`src/rtl/sobel_scan_controller_pkg.sv`:
```
// Shared types for the Sobel scan controller: buffer shift directions, scan FSM
// states and window geometry.
package sobel_pkg;

  localparam int WIN_SIZE   = 3;
  localparam int WIN_PIXELS = 9;

  typedef enum logic [1:0] {
    DIR_LOAD  = 2'b00,
    DIR_RIGHT = 2'b01,
    DIR_LEFT  = 2'b10,
    DIR_DOWN  = 2'b11
  } shift_dir_e;

  typedef enum logic [2:0] {
    ST_IDLE    = 3'd0,
    ST_LOAD    = 3'd1,
    ST_SHIFT   = 3'd2,
    ST_FETCH   = 3'd3,
    ST_COMPUTE = 3'd4,
    ST_DONE    = 3'd5
  } scan_state_e;

  // Serpentine step: even bands sweep right, odd bands sweep left, edges go down.
  function automatic shift_dir_e next_dir(input logic odd_band, input logic at_left,
                                          input logic at_right);
    if (odd_band) begin
      return at_left ? DIR_DOWN : DIR_LEFT;
    end else begin
      return at_right ? DIR_DOWN : DIR_RIGHT;
    end
  endfunction

endpackage

```
`src/rtl/sobel_scan_controller_if.sv`:
```
// Frame control, frame-memory read port and window-buffer handshake bundle.
// Optional macro SCAN_PERF_EN adds the perf_stall/perf_windows counters.
interface sobel_scan_controller_if #(parameter int ADDR_W = 20);
  logic              start;
  logic [ADDR_W-1:0] img_base;
  logic              busy;
  logic              frame_done;
  logic              rd_req;
  logic [ADDR_W-1:0] rd_addr;
  logic              rd_ack;
  logic              start_shift;
  logic              start_read;
  logic [1:0]        shift_direc;
  logic              win_valid;
  logic [15:0]       win_x;
  logic [15:0]       win_y;
  logic              calc_done;
`ifdef SCAN_PERF_EN
  logic [31:0]       perf_stall;
  logic [31:0]       perf_windows;

  modport master (
    input  start, img_base, rd_ack, calc_done,
    output busy, frame_done, rd_req, rd_addr, start_shift, start_read, shift_direc,
           win_valid, win_x, win_y, perf_stall, perf_windows
  );
  modport slave (
    output start, img_base, rd_ack, calc_done,
    input  busy, frame_done, rd_req, rd_addr, start_shift, start_read, shift_direc,
           win_valid, win_x, win_y, perf_stall, perf_windows
  );
`else
  modport master (
    input  start, img_base, rd_ack, calc_done,
    output busy, frame_done, rd_req, rd_addr, start_shift, start_read, shift_direc,
           win_valid, win_x, win_y
  );
  modport slave (
    output start, img_base, rd_ack, calc_done,
    input  busy, frame_done, rd_req, rd_addr, start_shift, start_read, shift_direc,
           win_valid, win_x, win_y
  );
`endif
endinterface

```
`src/rtl/sobel_scan_controller_scan_addr_gen.sv`:
```
// Window position and read-address generator: tracks (wx,wy), the window row base
// and the read index, stepping addresses with adders only.
module scan_addr_gen
  import sobel_pkg::*;
#(
  parameter int WIDTH  = 640,
  parameter int HEIGHT = 480,
  parameter int ADDR_W = 20
) (
  input  logic              clk,
  input  logic              n_rst,
  input  logic              init_i,
  input  logic [ADDR_W-1:0] base_i,
  input  logic              shift_i,
  input  shift_dir_e        dir_i,
  input  logic              ack_i,
  output logic [ADDR_W-1:0] rd_addr_o,
  output logic [15:0]       wx_o,
  output logic [15:0]       wy_o,
  output logic              last_read_o,
  output logic              last_win_o,
  output logic              at_left_o,
  output logic              at_right_o,
  output logic              odd_band_o
);

  localparam logic [ADDR_W-1:0] W_STEP    = ADDR_W'(WIDTH);
  localparam logic [ADDR_W-1:0] ROW_WRAP  = ADDR_W'(WIDTH - 2);
  localparam logic [ADDR_W-1:0] DOWN_JUMP = ADDR_W'(3 * WIDTH);
  localparam logic [15:0]       WX_MAX    = 16'(WIDTH - 3);
  localparam logic [15:0]       WY_MAX    = 16'(HEIGHT - 3);

  logic [ADDR_W-1:0] row_base_q, rd_addr_q, tl_s;
  logic [15:0]       wx_q, wy_q;
  logic [3:0]        rd_idx_q;
  logic [1:0]        col_q;

  assign tl_s        = row_base_q + ADDR_W'(wx_q);
  assign rd_addr_o   = rd_addr_q;
  assign wx_o        = wx_q;
  assign wy_o        = wy_q;
  assign at_left_o   = (wx_q == 16'd0);
  assign at_right_o  = (wx_q == WX_MAX);
  assign odd_band_o  = wy_q[0];
  assign last_read_o = (dir_i == DIR_LOAD) ? (rd_idx_q == 4'(WIN_PIXELS - 1))
                                           : (rd_idx_q == 4'(WIN_SIZE - 1));
  assign last_win_o  = (wy_q == WY_MAX) && (odd_band_o ? at_left_o : at_right_o);

  // Position/address state; shift presets the first fetch address from the old window.
  always_ff @(posedge clk or negedge n_rst) begin
    if (!n_rst) begin
      row_base_q <= '0;
      rd_addr_q  <= '0;
      wx_q       <= 16'd0;
      wy_q       <= 16'd0;
      rd_idx_q   <= 4'd0;
      col_q      <= 2'd0;
    end else if (init_i) begin
      row_base_q <= base_i;
      rd_addr_q  <= base_i;
      wx_q       <= 16'd0;
      wy_q       <= 16'd0;
      rd_idx_q   <= 4'd0;
      col_q      <= 2'd0;
    end else if (shift_i) begin
      rd_idx_q <= 4'd0;
      col_q    <= 2'd0;
      case (dir_i)
        DIR_RIGHT: begin
          wx_q      <= wx_q + 16'd1;
          rd_addr_q <= tl_s + ADDR_W'(3);
        end
        DIR_LEFT: begin
          wx_q      <= wx_q - 16'd1;
          rd_addr_q <= tl_s - ADDR_W'(1);
        end
        DIR_DOWN: begin
          wy_q       <= wy_q + 16'd1;
          row_base_q <= row_base_q + W_STEP;
          rd_addr_q  <= tl_s + DOWN_JUMP;
        end
        default: rd_addr_q <= tl_s;
      endcase
    end else if (ack_i) begin
      rd_idx_q <= rd_idx_q + 4'd1;
      case (dir_i)
        DIR_LOAD: begin
          if (col_q == 2'd2) begin
            col_q     <= 2'd0;
            rd_addr_q <= rd_addr_q + ROW_WRAP;
          end else begin
            col_q     <= col_q + 2'd1;
            rd_addr_q <= rd_addr_q + ADDR_W'(1);
          end
        end
        DIR_DOWN: rd_addr_q <= rd_addr_q + ADDR_W'(1);
        default:  rd_addr_q <= rd_addr_q + W_STEP;
      endcase
    end
  end

endmodule

```
`src/rtl/sobel_scan_controller.sv`:
```
// Serpentine 3x3 window scan controller for the Sobel pipeline.
// Optional macro SCAN_PERF_EN adds read-stall and window counters.
module sobel_scan_controller
  import sobel_pkg::*;
#(
  parameter int WIDTH  = 640,
  parameter int HEIGHT = 480,
  parameter int ADDR_W = 20
) (
  input  logic              clk,
  input  logic              n_rst,
  sobel_scan_controller_if.master bus
);

  scan_state_e state_q;
  shift_dir_e  dir_q;
  logic        busy_q, frame_done_q, rd_req_q, start_shift_q, win_valid_q;
  logic [15:0] win_x_q, win_y_q, wx_s, wy_s;
  logic        init_s, shift_s, ack_s;
  logic        last_read_s, last_win_s, at_left_s, at_right_s, odd_band_s;

  assign init_s  = (state_q == ST_IDLE) && bus.start;
  assign shift_s = (state_q == ST_SHIFT);
  assign ack_s   = rd_req_q && bus.rd_ack;

  scan_addr_gen #(.WIDTH(WIDTH), .HEIGHT(HEIGHT), .ADDR_W(ADDR_W)) u_addr (
    .clk(clk), .n_rst(n_rst),
    .init_i(init_s), .base_i(bus.img_base),
    .shift_i(shift_s), .dir_i(dir_q), .ack_i(ack_s),
    .rd_addr_o(bus.rd_addr), .wx_o(wx_s), .wy_o(wy_s),
    .last_read_o(last_read_s), .last_win_o(last_win_s),
    .at_left_o(at_left_s), .at_right_o(at_right_s), .odd_band_o(odd_band_s)
  );

  assign bus.busy        = busy_q;
  assign bus.frame_done  = frame_done_q;
  assign bus.rd_req      = rd_req_q;
  assign bus.start_read  = ack_s;
  assign bus.start_shift = start_shift_q;
  assign bus.shift_direc = dir_q;
  assign bus.win_valid   = win_valid_q;
  assign bus.win_x       = win_x_q;
  assign bus.win_y       = win_y_q;

  // Scan FSM with registered handshake outputs.
  always_ff @(posedge clk or negedge n_rst) begin
    if (!n_rst) begin
      state_q       <= ST_IDLE;
      dir_q         <= DIR_LOAD;
      busy_q        <= 1'b0;
      frame_done_q  <= 1'b0;
      rd_req_q      <= 1'b0;
      start_shift_q <= 1'b0;
      win_valid_q   <= 1'b0;
      win_x_q       <= 16'd0;
      win_y_q       <= 16'd0;
    end else begin
      frame_done_q  <= 1'b0;
      start_shift_q <= 1'b0;
      win_valid_q   <= 1'b0;
      case (state_q)
        ST_IDLE: begin
          if (bus.start) begin
            busy_q  <= 1'b1;
            dir_q   <= DIR_LOAD;
            state_q <= ST_LOAD;
          end
        end
        ST_LOAD, ST_FETCH: begin
          if (!rd_req_q) begin
            rd_req_q <= 1'b1;
          end else if (bus.rd_ack && last_read_s) begin
            rd_req_q    <= 1'b0;
            win_valid_q <= 1'b1;
            win_x_q     <= wx_s + 16'd1;
            win_y_q     <= wy_s + 16'd1;
            state_q     <= ST_COMPUTE;
          end
        end
        ST_COMPUTE: begin
          if (bus.calc_done) begin
            if (last_win_s) begin
              frame_done_q <= 1'b1;
              state_q      <= ST_DONE;
            end else begin
              dir_q         <= next_dir(odd_band_s, at_left_s, at_right_s);
              start_shift_q <= 1'b1;
              state_q       <= ST_SHIFT;
            end
          end
        end
        ST_SHIFT: state_q <= ST_FETCH;
        ST_DONE: begin
          busy_q  <= 1'b0;
          dir_q   <= DIR_LOAD;
          state_q <= ST_IDLE;
        end
        default: begin
          busy_q   <= 1'b0;
          rd_req_q <= 1'b0;
          state_q  <= ST_IDLE;
        end
      endcase
    end
  end

`ifdef SCAN_PERF_EN
  logic [31:0] perf_stall_q, perf_windows_q;
  assign bus.perf_stall   = perf_stall_q;
  assign bus.perf_windows = perf_windows_q;

  // Saturating per-frame counters, cleared when a frame is accepted.
  always_ff @(posedge clk or negedge n_rst) begin
    if (!n_rst) begin
      perf_stall_q   <= 32'd0;
      perf_windows_q <= 32'd0;
    end else if (init_s) begin
      perf_stall_q   <= 32'd0;
      perf_windows_q <= 32'd0;
    end else begin
      if (rd_req_q && !bus.rd_ack && (perf_stall_q != 32'hFFFF_FFFF)) begin
        perf_stall_q <= perf_stall_q + 32'd1;
      end
      if (win_valid_q && (perf_windows_q != 32'hFFFF_FFFF)) begin
        perf_windows_q <= perf_windows_q + 32'd1;
      end
    end
  end
`endif

endmodule

```
`src/flat_wrapper.sv`:
```
// flat-port wrapper written by rule: the top's interface ports become plain ports
module sobel_scan_controller_flat import sobel_pkg::*;
#(
  parameter int WIDTH  = 640,
  parameter int HEIGHT = 480,
  parameter int ADDR_W = 20
)
  (clk, n_rst, bus_start, bus_img_base, bus_rd_ack, bus_calc_done, bus_busy, bus_frame_done, bus_rd_req, bus_rd_addr, bus_start_shift, bus_start_read, bus_shift_direc, bus_win_valid, bus_win_x, bus_win_y);
  sobel_scan_controller_if #(.ADDR_W(ADDR_W)) bus_i ();
  input  logic clk;
  input  logic n_rst;
  input wire logic [$bits(bus_i.start)-1:0] bus_start;
  input wire logic [$bits(bus_i.img_base)-1:0] bus_img_base;
  input wire logic [$bits(bus_i.rd_ack)-1:0] bus_rd_ack;
  input wire logic [$bits(bus_i.calc_done)-1:0] bus_calc_done;
  output wire logic [$bits(bus_i.busy)-1:0] bus_busy;
  output wire logic [$bits(bus_i.frame_done)-1:0] bus_frame_done;
  output wire logic [$bits(bus_i.rd_req)-1:0] bus_rd_req;
  output wire logic [$bits(bus_i.rd_addr)-1:0] bus_rd_addr;
  output wire logic [$bits(bus_i.start_shift)-1:0] bus_start_shift;
  output wire logic [$bits(bus_i.start_read)-1:0] bus_start_read;
  output wire logic [$bits(bus_i.shift_direc)-1:0] bus_shift_direc;
  output wire logic [$bits(bus_i.win_valid)-1:0] bus_win_valid;
  output wire logic [$bits(bus_i.win_x)-1:0] bus_win_x;
  output wire logic [$bits(bus_i.win_y)-1:0] bus_win_y;
  assign bus_i.start = bus_start;
  assign bus_i.img_base = bus_img_base;
  assign bus_i.rd_ack = bus_rd_ack;
  assign bus_i.calc_done = bus_calc_done;
  assign bus_busy = bus_i.busy;
  assign bus_frame_done = bus_i.frame_done;
  assign bus_rd_req = bus_i.rd_req;
  assign bus_rd_addr = bus_i.rd_addr;
  assign bus_start_shift = bus_i.start_shift;
  assign bus_start_read = bus_i.start_read;
  assign bus_shift_direc = bus_i.shift_direc;
  assign bus_win_valid = bus_i.win_valid;
  assign bus_win_x = bus_i.win_x;
  assign bus_win_y = bus_i.win_y;
  sobel_scan_controller #(.WIDTH(WIDTH), .HEIGHT(HEIGHT), .ADDR_W(ADDR_W)) u_core (.clk(clk), .n_rst(n_rst), .bus(bus_i));
endmodule
```
`config.mk`:
```
export PLATFORM = sky130hd
export DESIGN_NAME = sobel_scan_controller_flat
export DESIGN_NICKNAME = d
export VERILOG_FILES = /design/src/rtl/sobel_scan_controller_pkg.sv /design/src/rtl/sobel_scan_controller_if.sv /design/src/rtl/sobel_scan_controller_scan_addr_gen.sv /design/src/rtl/sobel_scan_controller.sv /design/src/flat_wrapper.sv
export SDC_FILE = /design/constraint.sdc
export NUM_CORES = 1
export LEC_CHECK = 0
export ABC_CLOCK_PERIOD_IN_PS = 5340
export CAP_MARGIN = 10
export CORE_UTILIZATION = 60
export DETAILED_ROUTE_END_ITERATION = 12
export HOLD_SLACK_MARGIN = 0.08
export PLACE_DENSITY = 0.82
export SYNTH_ARGS = -nofsm -noshare
export SYNTH_HDL_FRONTEND = slang
export SYNTH_HIERARCHICAL = 1
export SYNTH_SLANG_ARGS = --single-unit
```
`constraint.sdc`:
```
create_clock -name clk -period 5.34 [get_ports clk]
set_input_delay 1.602 -clock clk [delete_from_list [all_inputs] [get_ports clk]]
set_output_delay 1.602 -clock clk [all_outputs]
set_load 0.02 [all_outputs]
```
Yosys cells after proc, flatten, opt, wreduce, memory -nomap -nowiden
Cells that the tools add are included.
{ "word_totals": {"reg_bits": 120, "word_cells": 122, "input_bits": 25, "out_inout_bits": 60} }
{ "op_classes": {"bitwise": 1, "add_sub_neg": 13, "n_mux": 52, "n_eq_ne": 18, "n_reduce_logical": 23} }
{ "op_table": {"columns": ["op", "count"], "rows": [
  ["two-way mux 20 bit", 7],
  ["two-way mux 16 bit", 5],
  ["adder 20 x 10 -> 20 bit (second input constant)", 3],
  ["one-hot mux 20 bit (3 select lines)", 1],
  ["one-hot mux 20 bit (2 select lines)", 1],
  ["adder 16 x 1 -> 16 bit (second input constant)", 2],
  ["one-hot mux 16 bit (2 select lines)", 1],
  ["adder 20 x 1 -> 20 bit (second input constant)", 1],
  ["adder 20 x 11 -> 20 bit (second input constant)", 1],
  ["adder 20 x 16 -> 20 bit", 1],
  ["adder 20 x 2 -> 20 bit (second input constant)", 1],
  ["two-way mux 2 bit", 10],
  ["subtractor 20 x 1 -> 20 bit (second input constant)", 1],
  ["== test 16 x 10 -> 1 bit (second input constant)", 1],
  ["== test 16 x 9 -> 1 bit (second input constant)", 1],
  ["zero test 16 bit", 1],
  ["subtractor 16 x 1 -> 16 bit (second input constant)", 1],
  ["two-way mux 1 bit", 15],
  ["two-way mux 3 bit", 5],
  ["two-way mux 4 bit", 3],
  ["one-hot mux 3 bit (4 select lines)", 1],
  ["nonzero test 3 bit", 4],
  ["AND reduction 2 bit", 4],
  ["AND reduction 4 bit", 2],
  ["21 further kinds", 34]
]} }

Depth between registers and ports, before layout
{ "depth": {"ltp_word": 6, "mapped_depth": 17} }

By module
Netlist, hierarchy kept.
{ "modules_own_cells": {"columns": ["module", "instances", "area_each_um2", "cells_per_inst", "seq_area_each_um2"], "rows": [
  ["scan_addr_gen", 1, 7942.6, 1024, 1951.9],
  ["sobel_scan_controller", 1, 2169.6, 235, 1051.0]
]} }

Worst setup path before layout
Ideal clock, no wire load.
{ "synth_path": {"path_kind": "register -> register", "start": "register u_core.u_addr.wx_q[1], in the netlist u_core/u_addr/wx_o[1]", "end": "register u_core.u_addr.rd_addr_q[17], in the netlist u_core/u_addr/rd_addr_o[17]", "stages_incl_launch_ff": 14, "setup_ns": 0.077, "n_path_buf": 0, "t_arrival_ns": 3.690, "synth_period_minus_slack_ns": 3.767, "required_ns": 5.263, "slack_ns": 1.573, "path_cell_list": "dfrtp_1 ha_1 a211oi_2 o21ai_2 and4_1 nor3_2 ha_1 a21o_1 or3_1 o211ai_1 a31oi_1 o32a_1 o21a_1 a21oi_1"} }
{ "synth_via": {"elab_chain_cells": 5} }
{ "synth_lines": {"columns": ["element", "line", "source"], "rows": [
  ["start: declaration", "sobel_scan_controller_scan_addr_gen.sv:34", "logic [15:0] wx_q, wy_q;"],
  ["start signal: assignment", "sobel_scan_controller_scan_addr_gen.sv:70", "wx_q <= wx_q + 16'd1;"],
  ["start signal: assignment", "sobel_scan_controller_scan_addr_gen.sv:74", "wx_q <= wx_q - 16'd1;"],
  ["adder 20 x 16 -> 20 bit *", "sobel_scan_controller_scan_addr_gen.sv:38", "assign tl_s = row_base_q + ADDR_W'(wx_q);"],
  ["adder 20 x 11 -> 20 bit (tied with other cells)", "sobel_scan_controller_scan_addr_gen.sv:80", "rd_addr_q <= tl_s + DOWN_JUMP;"],
  ["one-hot mux 20 bit (3 select lines) *", "sobel_scan_controller_scan_addr_gen.sv:68", "case (dir_i)"],
  ["two-way mux 20 bit *", "sobel_scan_controller_scan_addr_gen.sv:65", "end else if (shift_i) begin"],
  ["two-way mux 20 bit *", "sobel_scan_controller_scan_addr_gen.sv:58", "end else if (init_i) begin"],
  ["end signal: assignment", "sobel_scan_controller_scan_addr_gen.sv:60", "rd_addr_q <= base_i;"],
  ["end signal: assignment", "sobel_scan_controller_scan_addr_gen.sv:80", null],
  ["end signal: assignment", "sobel_scan_controller_scan_addr_gen.sv:82", "default: rd_addr_q <= tl_s;"],
  ["end: declaration", "sobel_scan_controller_scan_addr_gen.sv:33", "logic [ADDR_W-1:0] row_base_q, rd_addr_q, tl_s;"]
]} }
Mark *: on every way between the ends. The rest lies on a longest branch, timed or not.
A chain may end at the register's enable or synchronous reset.

Final worst setup path
{ "layout_path": {"start": "input port bus_rd_ack", "end": "output port bus_start_read"} }
{ "layout_via": {"elab_chain_cells": 1} }
{ "layout_lines": {"columns": ["element", "line", "source"], "rows": [
  ["start: declaration", "flat_wrapper.sv:14", "input wire logic [$bits(bus_i.rd_ack)-1:0] bus_rd_ack;"],
  ["logical AND 1 bit", "sobel_scan_controller.sv:24", "assign ack_s = rd_req_q && bus.rd_ack;"],
  ["end: declaration", "flat_wrapper.sv:21", "output wire logic [$bits(bus_i.start_read)-1:0] bus_start_read;"]
]} }
No other way between the ends.

==> metrics.md <==
| Metric | Value |
|---|---|
| Yosys warnings | 6 |
| Max-cap viol count | 0 |
| Worst-Skew Late Latency | 0.42 ns |
| CTS Buf Count | 17 |
| Combinational family with the most area after synthesis | simple AND/OR/NAND/NOR gates |
| Arrival time at the worst endpoint | 2.86 ns |
| Post-CTS Setup Bufs | 0 |
| All-Layer GR Usage | 0.331 |
| CTS Sinks | between 100 and 150 |
| Worst-margin pin slew | approximately 1.2 ns |
| Worst EP required | 3.74 ns |
| Core ar. | around 17000 sq um |
| Synth Area in Adders | 0.0831 |
| Setup crit start | bus_rd_ack |
| Final wirelength | around 28000 um |
| Synthesized net count | between 1000 and 1500 |
| Via count | approximately 10000 |
| Seq/Total Area, Yosys | 0.297 |
| Slew Limit Fails | 0 |
| Max-slew headroom | 0.200 |
| Main flop type after synthesis | dfrtp_1 |
| Max Fanout on Critical Path | 2 |
| Fin util | 0.710 |
| Syn_area_per_cell | between 8 and 9 sq um |
| DR vias/cell | 6.50 |
| Final std cells w/o fill | 1548 |
| Pwr Density | ~460 nW/um^2 |
| Resized Gates After CTS | 0 |
| Status | finished clean |
| Pre-CTS setup slack | a little under 0.9 ns |
| Synth Area in Compound Gates | 0.236 |
| Post-DRT Antenna Nets | 0 |
| Critical path class | in -> out |
| Reg2reg end | u_core/u_addr/rd_addr_o[11] |
| Max clock buf depth | 2 |
| Largest net degree at the start of global routing | between 50 and 60 |
| F_max | 224 MHz |
| Vias in the first global route | approximately 9000 |
| 1st-iter DRT viols | between 1000 and 1500 |
| Maximum vdd drop | approximately 0.27 mV |
| R2R cell count | 15 |
| Crit path to | bus_start_read |
| Hold Buf Count CTS | 0 |
| Starting density of the core | 0.612 |
| Hold WC Path Type | reg -> reg |
| Placed insts | between 1500 and 2000 |
| Area Overhead vs Synth | 16.1% |
| Yosys reg bits | 120 |
| Setup TNS | 0 ns |
| First-pass GRT wire length | about 46000 um |
| Post-synthesis mux area share | 0.0251 |
| PortBufs | 84 |
| Layout cells sized above 1 | 0.0587 |
| Fin worst setup slack | just under 0.9 ns |
| Crit. End Element | primary output |
| Reg-to-reg slack, setup | about 0.9 ns |
| Post-synthesis async set-or-reset flop share | 1.00 |
| Final hold violations | 0 |
| Final Net Count | roughly 1400 |
| Worst hold slack | 0.476 ns |
| Reg2reg start | u_core/u_addr/wx_o[0] |
| GPL Wtd Cong | around 0.94 |
| IO Pins | 85 |
| Synth Cell Area | 10100 sq um |
| DR DRC count | 0 |
| XOR/XNOR Fraction of Synth Area | 0.0839 |
| Post-synth EDFFs | 0 |
| Die height | between 100 and 150 um |
| RSZ-0062 raised after global routing | false |
| Die area | between 15000 and 20000 sq um |
| Grt ovf | 0 |
| CTS Root Cell | clkbuf_16 |
| Final period util | 0.835 |
| Clk pin slew, worst setup/hold paths | roughly 0.06 ns |
| CP Launch Type | input pin |
| Min cycle time layout | 4.46 ns |
| Routed WL per cell | 18.3 um |
| LEAKAGE | around 5 nW |
| Hpwl dp | between 20000 and 25000 um |
| Simple-gate share of the synthesized area | 0.239 |
| Initial antenna violation count | 0 |
| Die W | 132 um |
| Synth cell types | between 80 and 90 |
| TritonRoute pass-1 iters | 8 |
| Clk_skew | just over 0.009 ns |
| N_diodes | 0 |
| Finish-stage setup viols | 0 |
| CTS tree | yes |
| Synth Instances | about 1300 |
| Row count | 47 |
| Hold Path Origin | u_core/bus.win_y[7] |
| CTS H-Tree Depth | 4 |
[critical path, cell delays in order]
cell,delay [ns]
clkdlybuf4s50_1,0.47
and2_1,0.16
clkdlybuf4s50_1,0.62
[cell usage after synthesis, drive strengths merged (14+ instances only)]
library cell	n	area share
a211oi	14	0.011
a21o	18	0.013
a21oi	84	0.042
a31oi	23	0.014
and2	14	0.0092
and3	16	0.0099
clkbuf	51	0.019
dfrtp	120	0.30
ha	64	0.079
inv	35	0.013
nand2	153	0.057
nand3	41	0.020
nand4	24	0.018
nor2	120	0.045
nor3	41	0.021
nor4	14	0.0087
o21ai	100	0.050
or3	14	0.0087
xnor2	51	0.044
xor2	45	0.040
[stage by stage]
step                cell area, sq um  power [W]
floorplan                      10100    0.00335
global placement               11100    0.00406
detailed placement             11100    0.00412
CTS                            11700    0.00538
global route                   11700    0.00575
finish                         11700    0.00541
[registers in the layout, summed over array words and instances (netlist names)]
signal                    count
u_core/u_addr/wx_o           16
u_core/u_addr/row_base_q     20
u_core/bus.start_shift        1
u_core/u_addr/col_q           2
u_core/bus.win_valid          1
u_core/u_addr/rd_addr_o      20
u_core/bus.win_y             16
u_core/state_q                3
u_core/bus.rd_req             1
u_core/bus.shift_direc        2
u_core/bus.busy               1
u_core/bus.win_x             16
u_core/bus.frame_done         1
u_core/u_addr/rd_idx_q        4
u_core/u_addr/wy_o           16
[area by class of cell]
cell class              count  area (sq um)
repair buffers             96           941
clock inverters            15           201
fillers                  1285          4790
flip-flops and latches    120          3000
multi-input cells        1045          6760
inverters                  35           131
well taps                 220           275
clock buffers              17           425
[cells by family after synthesis]
kind of cell,after synthesis
AO/OA/AOI/OAI,366
buffers and inverters,94
adder cells (fa/ha/maj),66
flip-flops,120
multiplexers,24
XOR/XNOR,96
AND/OR/NAND/NOR,493
[worst min path at each step]
| stage | end | slack (ns) | cells after the start |
|---|---|---|---|
| floorplan | u_core/u_addr/row_base_q[4] | 0.48 | 1 |
| global placement | u_core/bus.win_x[1] | 0.46 | 2 |
| detailed placement | u_core/bus.win_y[14] | 0.47 | 2 |
| CTS | u_core/bus.win_y[14] | 0.48 | 2 |
| global route | u_core/bus.win_y[13] | 0.51 | 1 |
| finish | u_core/bus.win_y[7] | 0.48 | 2 |
[cells in the final DEF (no fill, tap or decap), types with 9 or more instances in the layout]
master	count
a211oi_1	13
a21o_1	18
a21oi_1	83
a22o_1	11
a31oi_1	23
and2_1	12
and3_1	16
buf_4	12
clkbuf_16	17
clkdlybuf4s50_1	83
dfrtp_1	120
ha_1	64
inv_1	34
mux2_2	10
mux2i_1	13
nand2_1	153
nand2b_1	11
nand3_1	41
nand4_1	22
nor2_1	120
nor3_1	39
nor4_1	14
o211ai_1	13
o21a_1	12
o21ai_0	72
o21ai_1	26
o22ai_1	9
o31ai_1	9
or3_1	14
xnor2_1	51
xor2_1	44
[routing by layer]
metal	track usage	wire [um]	up-vias
met1	0.427	12000	4748
met4	0.167	1240	0
met3	0.0438	1770	98
met2	0.546	13400	457
li1	-	-	4755
met5	0	0	-
[power breakdown]
group / leakage (nW) / switching (W) / internal [W]
combinational: 3.10 / 0.00149 / 0.00112
clock: 0.306 / 0.000479 / 0.000754
sequential: 1.55 / 0.000428 / 0.00115
total: 4.96 / 0.00239 / 0.00302
Note: power is estimated with default switching activity, not from simulation.
